`config.mk`:
```
export PLATFORM = sky130hd
export DESIGN_NAME = instruction_prefetch_unit_flat
export DESIGN_NICKNAME = d
export VERILOG_FILES = /design/src/rtl/instruction_prefetch_unit_pkg.sv /design/src/rtl/instruction_prefetch_unit_if.sv /design/src/rtl/instruction_prefetch_unit_fetch_fifo.sv /design/src/rtl/instruction_prefetch_unit.sv /design/src/flat_wrapper.sv
export SDC_FILE = /design/constraint.sdc
export NUM_CORES = 1
export LEC_CHECK = 0
export BUFFER_PORTS_ARGS = -buffer_cell sky130_fd_sc_hd__buf_2
export CAP_MARGIN = 10
export CORE_ASPECT_RATIO = 1.5
export CORE_MARGIN = 1.5
export CORE_UTILIZATION = 47
export DETAILED_ROUTE_END_ITERATION = 10
export PLACE_DENSITY = 0.66
export SLEW_MARGIN = 20
export SYNTH_ARGS = -nofsm -noshare
export SYNTH_HDL_FRONTEND = slang
export SYNTH_HIERARCHICAL = 1
export SYNTH_SLANG_ARGS = --single-unit
```
`constraint.sdc`:
```
create_clock -name clk -period 10.2 [get_ports clk]
set_input_delay 2.04 -clock clk [delete_from_list [all_inputs] [get_ports clk]]
set_output_delay 2.04 -clock clk [all_outputs]
set_load 0.03 [all_outputs]
```
`src/rtl/instruction_prefetch_unit_pkg.sv`:
```
// Shared types and constants for the instruction prefetch front end.
// Included first so the interface, FIFO and top all see one definition of a fetch entry.
package instruction_prefetch_unit_pkg;

  localparam int XLEN       = 32;
  localparam int ILEN       = 32;
  localparam int INST_BYTES = 4;

  typedef struct packed {
    logic [XLEN-1:0] pc;
    logic [ILEN-1:0] inst;
  } fetch_entry_t;

  typedef enum logic {
    ST_RUN   = 1'b0,
    ST_DRAIN = 1'b1
  } fetch_state_e;

  function automatic logic [XLEN-1:0] align_word(input logic [XLEN-1:0] addr);
    return {addr[XLEN-1:2], 2'b00};
  endfunction

endpackage

```
`src/rtl/instruction_prefetch_unit_if.sv`:
```
// Fetch-side bus bundle: imem request/response, execute redirect and decode handshake.
// The master modport is the prefetch unit; the slave modport is memory/execute/decode.
interface instruction_prefetch_unit_if;
  import instruction_prefetch_unit_pkg::*;

  logic            imem_req_valid;
  logic            imem_req_ready;
  logic [XLEN-1:0] imem_req_addr;
  logic            imem_rsp_valid;
  logic [ILEN-1:0] imem_rsp_data;
  logic            redirect_valid;
  logic [XLEN-1:0] redirect_pc;
  logic            inst_valid;
  logic            inst_ready;
  logic [XLEN-1:0] inst_pc;
  logic [ILEN-1:0] inst_data;

  modport master (
    output imem_req_valid, imem_req_addr, inst_valid, inst_pc, inst_data,
    input  imem_req_ready, imem_rsp_valid, imem_rsp_data, redirect_valid, redirect_pc,
    input  inst_ready
  );

  modport slave (
    input  imem_req_valid, imem_req_addr, inst_valid, inst_pc, inst_data,
    output imem_req_ready, imem_rsp_valid, imem_rsp_data, redirect_valid, redirect_pc,
    output inst_ready
  );

endinterface

```
`src/rtl/instruction_prefetch_unit_fetch_fifo.sv`:
```
// DEPTH-entry synchronous FIFO of {pc, inst} with clear; push and pop may
// coincide at any occupancy, including full.
module instruction_prefetch_unit_fetch_fifo
  import instruction_prefetch_unit_pkg::*;
#(
  parameter int DEPTH = 4
) (
  input  logic                         clk,
  input  logic                         rst,
  input  logic                         clear,
  input  logic                         push,
  input  fetch_entry_t                 push_data,
  input  logic                         pop,
  output fetch_entry_t                 head,
  output logic [$clog2(DEPTH+1)-1:0]   count
);

  localparam int              PW   = $clog2(DEPTH);
  localparam int              CW   = $clog2(DEPTH+1);
  localparam logic [CW-1:0]   FULL = CW'(DEPTH);

  fetch_entry_t  mem_q [DEPTH];
  logic [PW-1:0] rd_ptr_q, rd_ptr_d;
  logic [PW-1:0] wr_ptr_q, wr_ptr_d;
  logic [CW-1:0] count_q, count_d;
  logic          do_push, do_pop;

  always_comb begin
    do_pop   = pop && (count_q != '0);
    do_push  = push && ((count_q != FULL) || do_pop);
    rd_ptr_d = rd_ptr_q;
    wr_ptr_d = wr_ptr_q;
    count_d  = count_q;
    if (clear) begin
      rd_ptr_d = '0;
      wr_ptr_d = '0;
      count_d  = '0;
    end else begin
      if (do_pop)  rd_ptr_d = rd_ptr_q + PW'(1);
      if (do_push) wr_ptr_d = wr_ptr_q + PW'(1);
      count_d = count_q + CW'(do_push) - CW'(do_pop);
    end
  end

  always_ff @(posedge clk) begin
    if (rst) begin
      rd_ptr_q <= '0;
      wr_ptr_q <= '0;
      count_q  <= '0;
    end else begin
      rd_ptr_q <= rd_ptr_d;
      wr_ptr_q <= wr_ptr_d;
      count_q  <= count_d;
    end
  end

  // Storage carries data only, so it is left out of reset.
  always_ff @(posedge clk) begin
    if (do_push && !clear) mem_q[wr_ptr_q] <= push_data;
  end

  assign head  = mem_q[rd_ptr_q];
  assign count = count_q;

endmodule

```
`src/rtl/instruction_prefetch_unit.sv`:
```
// Decoupled fetch front end: credit-limited in-order imem requests, a small
// {pc, inst} queue to decode, and redirect flush that discards stale responses.
module instruction_prefetch_unit
  import instruction_prefetch_unit_pkg::*;
#(
  parameter int              DEPTH    = 4,
  parameter logic [XLEN-1:0] RESET_PC = 32'h0000_0000
) (
  input  logic                         clk,
  input  logic                         rst,
  instruction_prefetch_unit_if.master  bus
);

  localparam int            CW      = $clog2(DEPTH+1);
  localparam logic [CW:0]   DEPTH_C = (CW+1)'(DEPTH);
  localparam logic [XLEN-1:0] STEP  = XLEN'(INST_BYTES);

  fetch_state_e    state_q, state_d;
  logic [XLEN-1:0] fetch_pc_q, fetch_pc_d;
  logic [XLEN-1:0] resp_pc_q, resp_pc_d;
  logic [CW-1:0]   outstanding_q, outstanding_d;
  logic [CW-1:0]   drop_cnt_q, drop_cnt_d;

  logic [CW-1:0]   fifo_count;
  logic [CW:0]     occupancy;
  fetch_entry_t    fifo_head, push_entry;
  logic            req_valid, req_fire, rsp_drop, push, pop, flush;

  // Credit covers queued plus in-flight entries so a response never finds the queue full.
  assign occupancy  = {1'b0, fifo_count} + {1'b0, outstanding_q};
  assign req_valid  = !rst && !bus.redirect_valid && (occupancy < DEPTH_C);
  assign req_fire   = req_valid && bus.imem_req_ready;
  assign flush      = bus.redirect_valid;
  assign pop        = bus.inst_valid && bus.inst_ready && !flush;
  assign push       = bus.imem_rsp_valid && !rsp_drop && !flush;
  assign push_entry = '{pc: resp_pc_q, inst: bus.imem_rsp_data};

  assign bus.imem_req_valid = req_valid;
  assign bus.imem_req_addr  = fetch_pc_q;
  assign bus.inst_valid     = (fifo_count != '0);
  assign bus.inst_pc        = bus.inst_valid ? fifo_head.pc   : '0;
  assign bus.inst_data      = bus.inst_valid ? fifo_head.inst : '0;

  instruction_prefetch_unit_fetch_fifo #(.DEPTH(DEPTH)) u_fifo (
    .clk       (clk),
    .rst       (rst),
    .clear     (flush),
    .push      (push),
    .push_data (push_entry),
    .pop       (pop),
    .head      (fifo_head),
    .count     (fifo_count)
  );

  always_comb begin
    fetch_pc_d    = fetch_pc_q;
    resp_pc_d     = resp_pc_q;
    drop_cnt_d    = drop_cnt_q;
    outstanding_d = outstanding_q + CW'(req_fire) - CW'(bus.imem_rsp_valid);
    if (flush) begin
      fetch_pc_d = align_word(bus.redirect_pc);
      resp_pc_d  = align_word(bus.redirect_pc);
      // outstanding already includes any earlier pending drops, so it alone is the new stale count.
      drop_cnt_d = outstanding_q - CW'(bus.imem_rsp_valid);
    end else begin
      if (req_fire) fetch_pc_d = fetch_pc_q + STEP;
      if (push)     resp_pc_d  = resp_pc_q + STEP;
      if (bus.imem_rsp_valid && rsp_drop) drop_cnt_d = drop_cnt_q - CW'(1);
    end
  end

  always_ff @(posedge clk) begin
    if (rst) begin
      fetch_pc_q    <= RESET_PC;
      resp_pc_q     <= RESET_PC;
      outstanding_q <= '0;
      drop_cnt_q    <= '0;
    end else begin
      fetch_pc_q    <= fetch_pc_d;
      resp_pc_q     <= resp_pc_d;
      outstanding_q <= outstanding_d;
      drop_cnt_q    <= drop_cnt_d;
    end
  end

  always_ff @(posedge clk) begin
    if (rst) state_q <= ST_RUN;
    else     state_q <= state_d;
  end

  always_comb begin
    state_d = (drop_cnt_d != '0) ? ST_DRAIN : ST_RUN;
  end

  always_comb begin
    rsp_drop = (state_q == ST_DRAIN);
  end

endmodule

```
`src/flat_wrapper.sv`:
```
// flat-port wrapper written by rule: the top's interface ports become plain ports
module instruction_prefetch_unit_flat import instruction_prefetch_unit_pkg::*;
#(
  parameter int              DEPTH    = 4,
  parameter logic [XLEN-1:0] RESET_PC = 32'h0000_0000
)
  (clk, rst, bus_imem_req_valid, bus_imem_req_addr, bus_inst_valid, bus_inst_pc, bus_inst_data, bus_imem_req_ready, bus_imem_rsp_valid, bus_imem_rsp_data, bus_redirect_valid, bus_redirect_pc, bus_inst_ready);
  instruction_prefetch_unit_if bus_i ();
  input  logic clk;
  input  logic rst;
  output wire logic [$bits(bus_i.imem_req_valid)-1:0] bus_imem_req_valid;
  output wire logic [$bits(bus_i.imem_req_addr)-1:0] bus_imem_req_addr;
  output wire logic [$bits(bus_i.inst_valid)-1:0] bus_inst_valid;
  output wire logic [$bits(bus_i.inst_pc)-1:0] bus_inst_pc;
  output wire logic [$bits(bus_i.inst_data)-1:0] bus_inst_data;
  input wire logic [$bits(bus_i.imem_req_ready)-1:0] bus_imem_req_ready;
  input wire logic [$bits(bus_i.imem_rsp_valid)-1:0] bus_imem_rsp_valid;
  input wire logic [$bits(bus_i.imem_rsp_data)-1:0] bus_imem_rsp_data;
  input wire logic [$bits(bus_i.redirect_valid)-1:0] bus_redirect_valid;
  input wire logic [$bits(bus_i.redirect_pc)-1:0] bus_redirect_pc;
  input wire logic [$bits(bus_i.inst_ready)-1:0] bus_inst_ready;
  assign bus_imem_req_valid = bus_i.imem_req_valid;
  assign bus_imem_req_addr = bus_i.imem_req_addr;
  assign bus_inst_valid = bus_i.inst_valid;
  assign bus_inst_pc = bus_i.inst_pc;
  assign bus_inst_data = bus_i.inst_data;
  assign bus_i.imem_req_ready = bus_imem_req_ready;
  assign bus_i.imem_rsp_valid = bus_imem_rsp_valid;
  assign bus_i.imem_rsp_data = bus_imem_rsp_data;
  assign bus_i.redirect_valid = bus_redirect_valid;
  assign bus_i.redirect_pc = bus_redirect_pc;
  assign bus_i.inst_ready = bus_inst_ready;
  instruction_prefetch_unit #(.DEPTH(DEPTH), .RESET_PC(RESET_PC)) u_core (.clk(clk), .rst(rst), .bus(bus_i));
endmodule
```
======== After elaboration in Yosys (flattened, before gate mapping) ========
Memory sizes are Yosys's and may differ from the RTL's. A register that Yosys moved wholly into a read port is not among the register bits.
Index checks and enable logic that the tools add are counted.
storage, ports and cells
  RAM bits ................................ 256
  register bits ........................... 78
  memories kept ........................... 1
  output and inout port bits .............. 98
  word-level logic and storage cells ...... 57
  input port bits ......................... 70
memories
  memory               words  bits a word  read ports  clocked after memory_dff  write ports  RTL line                                    source
  u_core.u_fifo.mem_q  4      64           1           1                         1            instruction_prefetch_unit_fetch_fifo.sv:22  fetch_entry_t mem_q [DEPTH];
operators by class
  reduce and logical (&&, ||, !) cells .... 20
  add/subtract/negate cells ............... 11
  order comparisons ....................... 1
  equality and inequality tests ........... 1
  muxes and demuxes ....................... 13
operators by type and width
  operator               count
  $mux 32                6
  $add 32x3->32 const B  2
  $logic_and 1x1->1      11
  $sub 3x1->3            3
  $add 3x1->3            2
  $mux 3                 2
  $reduce_bool 3->1      2
  $add 2x1->2 const B    2
  $add 3x3->4            1
  $lt 4x3->1 const B     1
  $mux 2                 2
  $reduce_bool 2->1      2
  $logic_not 1->1        3
  $mux 1                 3
  $ne 3x3->1 const B     1
  $sub 3x1->3 const B    1
  $reduce_or 2->1        1
  $logic_or 1x1->1       1

======== Depth between registers and ports, before layout ========
  depth in word-level cells ............... 9
  mapped depth ............................ 14
  mapped depth without buffers ............ 11

======== Hierarchy ========
The synthesis kept the hierarchy.
by module, submodules not included
  module                                area an instance (µm²)  cells each  times used  seq. area each (µm²)
  instruction_prefetch_unit_fetch_fifo  9873.2                  381         1           7867.5
  instruction_prefetch_unit             4315.4                  545         1           1341.3

======== Worst setup path before layout ========
OpenSTA, ideal clock, no wires.
  kind .................................... input port to flip-flop
  start ................................... in bus_redirect_valid
  end ..................................... mem u_core/u_fifo/mem_q[1][0] (netlist name), enable pin
  library setup time ...................... 0.578 ns
  stages .................................. 8
  buffers on the path ..................... 3
  arrival ................................. 8.038 ns
  setup slack ............................. 1.584 ns
  data required time ...................... 9.622 ns
  cell sequence ........................... inv_1 clkbuf_1 clkbuf_1 buf_1 and3_1 or4b_4 nand2_4 nor3b_1
on the way
  word-level cells in the longest chain between the ends .. 8
  elaborated cells between the ends (all ways) .. 9
  classes of those cells .................. mux: 2; reduce/logical: 7
ends and longest elaborated chain
  what                          RTL line                                    source
  start, declared               flat_wrapper.sv:19                          input wire logic [$bits(bus_i.redirect_valid)-1:0] bus_redirect_valid;
  $logic_not 1->1               instruction_prefetch_unit.sv:34             assign pop = bus.inst_valid && bus.inst_ready && !flush;
  $logic_and 1x1->1             instruction_prefetch_unit.sv:34
  via u_core.pop                instruction_prefetch_unit.sv:27             logic req_valid, req_fire, rsp_drop, push, pop, flush;
  $logic_and 1x1->1             instruction_prefetch_unit_fetch_fifo.sv:29  do_pop = pop && (count_q != '0);
  $logic_or 1x1->1              instruction_prefetch_unit_fetch_fifo.sv:30  do_push = push && ((count_q != FULL) || do_pop);
  $logic_and 1x1->1             instruction_prefetch_unit_fetch_fifo.sv:30
  $logic_and 1x1->1             instruction_prefetch_unit_fetch_fifo.sv:59  if (do_push && !clear) mem_q[wr_ptr_q] <= push_data;
  $mux 1                        instruction_prefetch_unit_fetch_fifo.sv:59
  $mux 1 (implied by the code)  instruction_prefetch_unit_fetch_fifo.sv:59
  end, declared                 instruction_prefetch_unit_fetch_fifo.sv:22
The timed path passes the listed nets, and every way through them passes these cells.

======== Worst setup path in the final report ========
  start ................................... in bus_redirect_valid
  end ..................................... out bus_imem_req_valid
on the way
  word-level cells in the longest chain between the ends .. 3
ends and longest elaborated chain
  what                            RTL line                         source
  $logic_not 1->1                 instruction_prefetch_unit.sv:31  assign req_valid = !rst && !bus.redirect_valid && (occupancy < DEPTH_C);
  $logic_and 1x1->1 (2 in a row)  instruction_prefetch_unit.sv:31
  end, declared                   flat_wrapper.sv:11               output wire logic [$bits(bus_i.imem_req_valid)-1:0] bus_imem_req_valid;
No other way between the ends.

==> flow_results.xml <==
<?xml version="1.0" encoding="UTF-8"?>
<metrics>
  <group name="run_status">
    <metric name="outcome" unit="">finished, final reports clean</metric>
  </group>
  <group name="yosys">
    <metric name="netlist_top_cells_count" unit="">sky130_fd_sc_hd__edfxtp_1 (256), sky130_fd_sc_hd__dfxtp_1 (76), sky130_fd_sc_hd__and2_1 (67)</metric>
    <metric name="warnings_synthesis" unit="">6</metric>
    <metric name="async_flop_share" unit="">0</metric>
    <metric name="post_synth_num_cell_types" unit="">68</metric>
    <metric name="synthDominantAreaCellType" unit="">sky130_fd_sc_hd__edfxtp_1</metric>
    <metric name="synthDominantCellAreaShare" unit="">0.542</metric>
    <metric name="synthSimpleGateAreaFrac" unit="">0.122</metric>
    <metric name="synth_xor_area_frac" unit="">0.0222</metric>
    <metric name="dominantRegCellSynth" unit="">sky130_fd_sc_hd__edfxtp_1</metric>
    <metric name="synth-edff-count" unit="">256</metric>
    <metric name="synth_top_family_by_area" unit="">simple AND/OR/NAND/NOR gates</metric>
    <metric name="yosys_register_bits" unit="">332</metric>
    <metric name="synthMuxAreaShare" unit="">0.121</metric>
    <metric name="synth_compound_area_frac" unit="">0.0466</metric>
    <metric name="seq_area_frac_synth" unit="">0.649</metric>
    <metric name="synth-adder-area-share" unit="">0.0152</metric>
    <metric name="yosys.cell_count.top_type" unit="">sky130_fd_sc_hd__edfxtp_1</metric>
    <metric name="syn_area_per_cell" unit="um^2">15.3</metric>
    <metric name="synthTopCellsByArea" unit="">sky130_fd_sc_hd__edfxtp_1 (54%), sky130_fd_sc_hd__dfxtp_1 (11%), sky130_fd_sc_hd__mux4_1 (8.0%), sky130_fd_sc_hd__mux4_2 (3.3%), sky130_fd_sc_hd__and2_1 (3.0%)</metric>
    <metric name="netlist_area" unit="um^2">14200</metric>
    <metric name="synthCells" unit="">926</metric>
  </group>
  <group name="detailed_routing">
    <metric name="drt_wl_total" unit="um">29100</metric>
    <metric name="detail_route.vias_per_cell" unit="">5.64</metric>
    <metric name="routed_wire_length_per_instance" unit="um">19.3</metric>
    <metric name="first_iter_violations" unit="">578</metric>
    <metric name="drtAntennaViolNets" unit="">0</metric>
    <metric name="detail_route.drc_violations" unit="">0</metric>
    <metric name="first_pass_iters" unit="">5</metric>
    <metric name="num_vias" unit="">8525</metric>
  </group>
  <group name="power_and_ir_drop">
    <metric name="power_leakage" unit="nW">5.90</metric>
    <metric name="p_per_area" unit="nW/um^2">177</metric>
    <metric name="p_sw_frac" unit="">0.222</metric>
    <metric name="power.internal" unit="mW">2.26</metric>
    <metric name="power.ir.vdd_worst" unit="V">0.000149</metric>
    <metric name="share_seq_of_total_power" unit="">0.528</metric>
    <metric name="clkPwrFrac" unit="">0.404</metric>
    <metric name="power.net_switching" unit="mW">0.645</metric>
    <metric name="pwr-share-comb" unit="">0.068</metric>
  </group>
  <group name="global_route">
    <metric name="first_global_vias" unit="">8450</metric>
    <metric name="grt_overflow" unit="">0</metric>
    <metric name="initial_antenna_violation_count" unit="">0</metric>
    <metric name="first_pass_grt_wire_length" unit="um">45300</metric>
    <metric name="grt_start_max_net_pins" unit="">67</metric>
    <metric name="grt_overall_usage" unit="">0.187</metric>
  </group>
  <group name="setup_path">
    <metric name="cp.required" unit="ps">8160</metric>
    <metric name="category_of_the_worst_setup_path_capture_point" unit="">output pin</metric>
    <metric name="count_of_buffering_cells_on_the_critical_path_with_inverters_included" unit="">4</metric>
    <metric name="critical-path-top-delay-family" unit="">buffers and inverters</metric>
    <metric name="timing.critical_path.slowest_cell_delay" unit="ps">440</metric>
    <metric name="timing.critical_path.mode_cell" unit="">sky130_fd_sc_hd__buf_2</metric>
    <metric name="crit_path_cell_trace" unit="">buf_2, buf_4, nor2_1, inv_1, nor3_1, buf_2</metric>
    <metric name="critPathSlowestCell" unit="">sky130_fd_sc_hd__nor2_1</metric>
    <metric name="worst_ep_arrival_time" unit="ps">3530</metric>
    <metric name="critPathKind" unit="">primary input to output pin</metric>
    <metric name="start_kind" unit="">primary input</metric>
    <metric name="path_max_fanout" unit="">49</metric>
  </group>
  <group name="timing">
    <metric name="rsz0062_at_grt" unit="">false</metric>
    <metric name="maxSlewViolCount" unit="">0</metric>
    <metric name="clock_period_minus_worst_slack" unit="ps">5570</metric>
    <metric name="endpoints_failing_setup" unit="">0</metric>
    <metric name="share_of_the_clock_period_used_by_the_worst_path" unit="">0.546</metric>
    <metric name="hold-worst-slack" unit="ps">515</metric>
    <metric name="hold_violations" unit="">0</metric>
    <metric name="final.setup.tns" unit="ps">0</metric>
    <metric name="fmaxAchievable" unit="GHz">0.180</metric>
    <metric name="max_slew_margin" unit="">0.329</metric>
    <metric name="final.setup_skew" unit="ps">8.65</metric>
    <metric name="pin_slew_with_the_least_headroom_to_its_limit" unit="ps">1010</metric>
  </group>
  <group name="die">
    <metric name="die_y" unit="um">216</metric>
    <metric name="floorplan.rows" unit="">77</metric>
    <metric name="coreArea" unit="um^2">29600</metric>
    <metric name="die_area" unit="um^2">31300</metric>
    <metric name="floorplan.initialDensity" unit="">0.480</metric>
    <metric name="fp.dieW" unit="um">145</metric>
    <metric name="boundaryPins" unit="">168</metric>
  </group>
  <group name="placement">
    <metric name="placement.io_buffers" unit="">163</metric>
    <metric name="dp_hpwl" unit="um">17700</metric>
    <metric name="routability_driven_placement_congestion_ratio" unit="">0.870</metric>
    <metric name="postPlaceCellArea" unit="um^2">15400</metric>
  </group>
  <group name="final_layout">
    <metric name="num-nets-final" unit="">1179</metric>
    <metric name="layout.area.seq" unit="um^2">9210</metric>
    <metric name="multi_input_area" unit="um^2">4700</metric>
    <metric name="fraction_of_layout_cells_with_a_size_suffix_above_1" unit="">0.241</metric>
    <metric name="filler_cell_count" unit="">2421</metric>
    <metric name="layout-area-overhead-vs-synth" unit="%">15.7</metric>
    <metric name="antenna_cells" unit="">0</metric>
    <metric name="finish.instance_area" unit="um^2">16400</metric>
  </group>
  <group name="hold_path">
    <metric name="worstHoldPathType" unit="">register to register</metric>
  </group>
  <group name="clock_tree">
    <metric name="cts.repair_timing.setup_buffer_count" unit="">0</metric>
    <metric name="max-clock-path-buffers" unit="">3</metric>
    <metric name="worst_setup_hold_path_clk_slew" unit="ps">60</metric>
    <metric name="cts-buffers-inserted" unit="">30</metric>
    <metric name="clock_latency" unit="ps">550</metric>
    <metric name="post_cts.resized_instances" unit="">0</metric>
    <metric name="clock_sink_count" unit="">332</metric>
    <metric name="clock_tree.root_cell" unit="">sky130_fd_sc_hd__clkbuf_16</metric>
    <metric name="cts_hold_repair.buffers" unit="">0</metric>
    <metric name="cts_tree" unit="">yes</metric>
    <metric name="htree_num_levels" unit="">1</metric>
  </group>
  <group name="flow_run">
    <metric name="timing.max_cap.violations" unit="">0</metric>
  </group>
</metrics>
## placed cells by master (no fill, tap or decap), types with 5 or more instances in the layout
master / count
sky130_fd_sc_hd__inv_1: 17
sky130_fd_sc_hd__bufinv_16: 5
sky130_fd_sc_hd__and3_1: 16
sky130_fd_sc_hd__nor2b_1: 5
sky130_fd_sc_hd__nand3_1: 31
sky130_fd_sc_hd__xor2_1: 19
sky130_fd_sc_hd__xnor2_1: 17
sky130_fd_sc_hd__conb_1: 10
sky130_fd_sc_hd__mux4_1: 43
sky130_fd_sc_hd__ha_1: 14
sky130_fd_sc_hd__and2_1: 67
sky130_fd_sc_hd__or3_1: 5
sky130_fd_sc_hd__nand2_1: 40
sky130_fd_sc_hd__buf_2: 163
sky130_fd_sc_hd__edfxtp_1: 256
sky130_fd_sc_hd__a31oi_1: 6
sky130_fd_sc_hd__a221oi_1: 6
sky130_fd_sc_hd__mux2_2: 5
sky130_fd_sc_hd__clkbuf_16: 31
sky130_fd_sc_hd__mux2i_1: 5
sky130_fd_sc_hd__a21oi_1: 16
sky130_fd_sc_hd__mux4_2: 21
sky130_fd_sc_hd__a211oi_1: 19
sky130_fd_sc_hd__nand4_1: 27
sky130_fd_sc_hd__dfxtp_1: 74
sky130_fd_sc_hd__clkinv_1: 5
sky130_fd_sc_hd__nor2_1: 58
sky130_fd_sc_hd__o21ai_0: 14
sky130_fd_sc_hd__clkinv_2: 8
sky130_fd_sc_hd__nor3_1: 19
sky130_fd_sc_hd__buf_4: 11
## power by group through the flow
stage | Combinational [mW] | Clock, mW | Sequential [mW]
2_1_floorplan | 0.122 | 0 | 1.57
3_3_place_gp | 0.197 | 0 | 1.56
3_5_place_dp | 0.200 | 0 | 1.57
4_1_cts | 0.200 | 1.21 | 1.54
5_1_grt | 0.220 | 1.25 | 1.54
6_report | 0.198 | 1.17 | 1.54
## flip-flops by register name (all words and copies together) (netlist names), named ones only
name and cells:
u_core/resp_pc_q 30, u_core/bus.imem_req_addr 30, u_core/u_fifo/count 3, u_core/u_fifo/rd_ptr_q 2
u_core/drop_cnt_q 3, u_core/u_fifo/wr_ptr_q 2, u_core/outstanding_q 3, u_core/u_fifo/mem_q 256
u_core/rsp_drop 1
## path summary, 6_finish.rpt
path	depth (start not counted)	from	slack, ps	to
setup / recovery	6	bus_redirect_valid	4630	bus_imem_req_valid
hold / removal	2	u_core/u_fifo/wr_ptr_q[0]	520	u_core/u_fifo/wr_ptr_q[0]
setup reg to reg	10	u_core/u_fifo/count[2]	6760	u_core/outstanding_q[2]
hold reg to reg	2	u_core/u_fifo/wr_ptr_q[0]	520	u_core/u_fifo/wr_ptr_q[0]
## stage by stage
step,util,power (mW),setup slack (ps),instances
floorplan,-,1.69,1580,935
global placement,0.520,1.76,4710,1456
detailed placement,0.520,1.76,4710,1456
CTS,0.555,2.94,4700,1512
global route,0.555,3.02,4590,1512
finish,0.555,2.91,4630,1512
## worst register-to-register path, cell delays in order, from the launching register on
cell and delay (ps):
sky130_fd_sc_hd__dfxtp_1 440, sky130_fd_sc_hd__ha_1 320, sky130_fd_sc_hd__or4b_4 540, sky130_fd_sc_hd__nor2_4 430, sky130_fd_sc_hd__inv_2 390, sky130_fd_sc_hd__ha_1 390
sky130_fd_sc_hd__inv_1 40, sky130_fd_sc_hd__ha_1 180, sky130_fd_sc_hd__fa_1 370, sky130_fd_sc_hd__xnor2_1 160, sky130_fd_sc_hd__nor2_1 50
## metal layers
layer,share of wire,up-vias,wire [um],global-route usage
li1,-,3966,-,-
met1,0.42,4244,12100,0.238
met2,0.51,275,14800,0.331
met3,0.055,40,1590,0.0244
met4,0.021,0,609,0.0532
met5,0,-,0,0
## cells by family (layout without fill, tap and decap cells)
group                      after synthesis  in the layout
buffers and inverters                   67            249
adders and majority gates               16             16
DFF                                    332            332
and+or+nand+nor                        305            305
other                                    1             10
xor gates and xnor gates                36             36
muxes                                   75             75
AOI/OAI and AO/OA                       94             94
## area by class of cell
cell class | count | share of cell area
Sequential cell | 332 | 0.561
Multi-Input combinational cell | 536 | 0.286
Timing Repair Buffer | 174 | 0.0547
Clock buffer | 37 | 0.0499
Tap cell | 395 | 0.0301
Clock inverter | 19 | 0.0136
Inverter | 19 | 0.00434
Power figures use the tool's default switching activity.
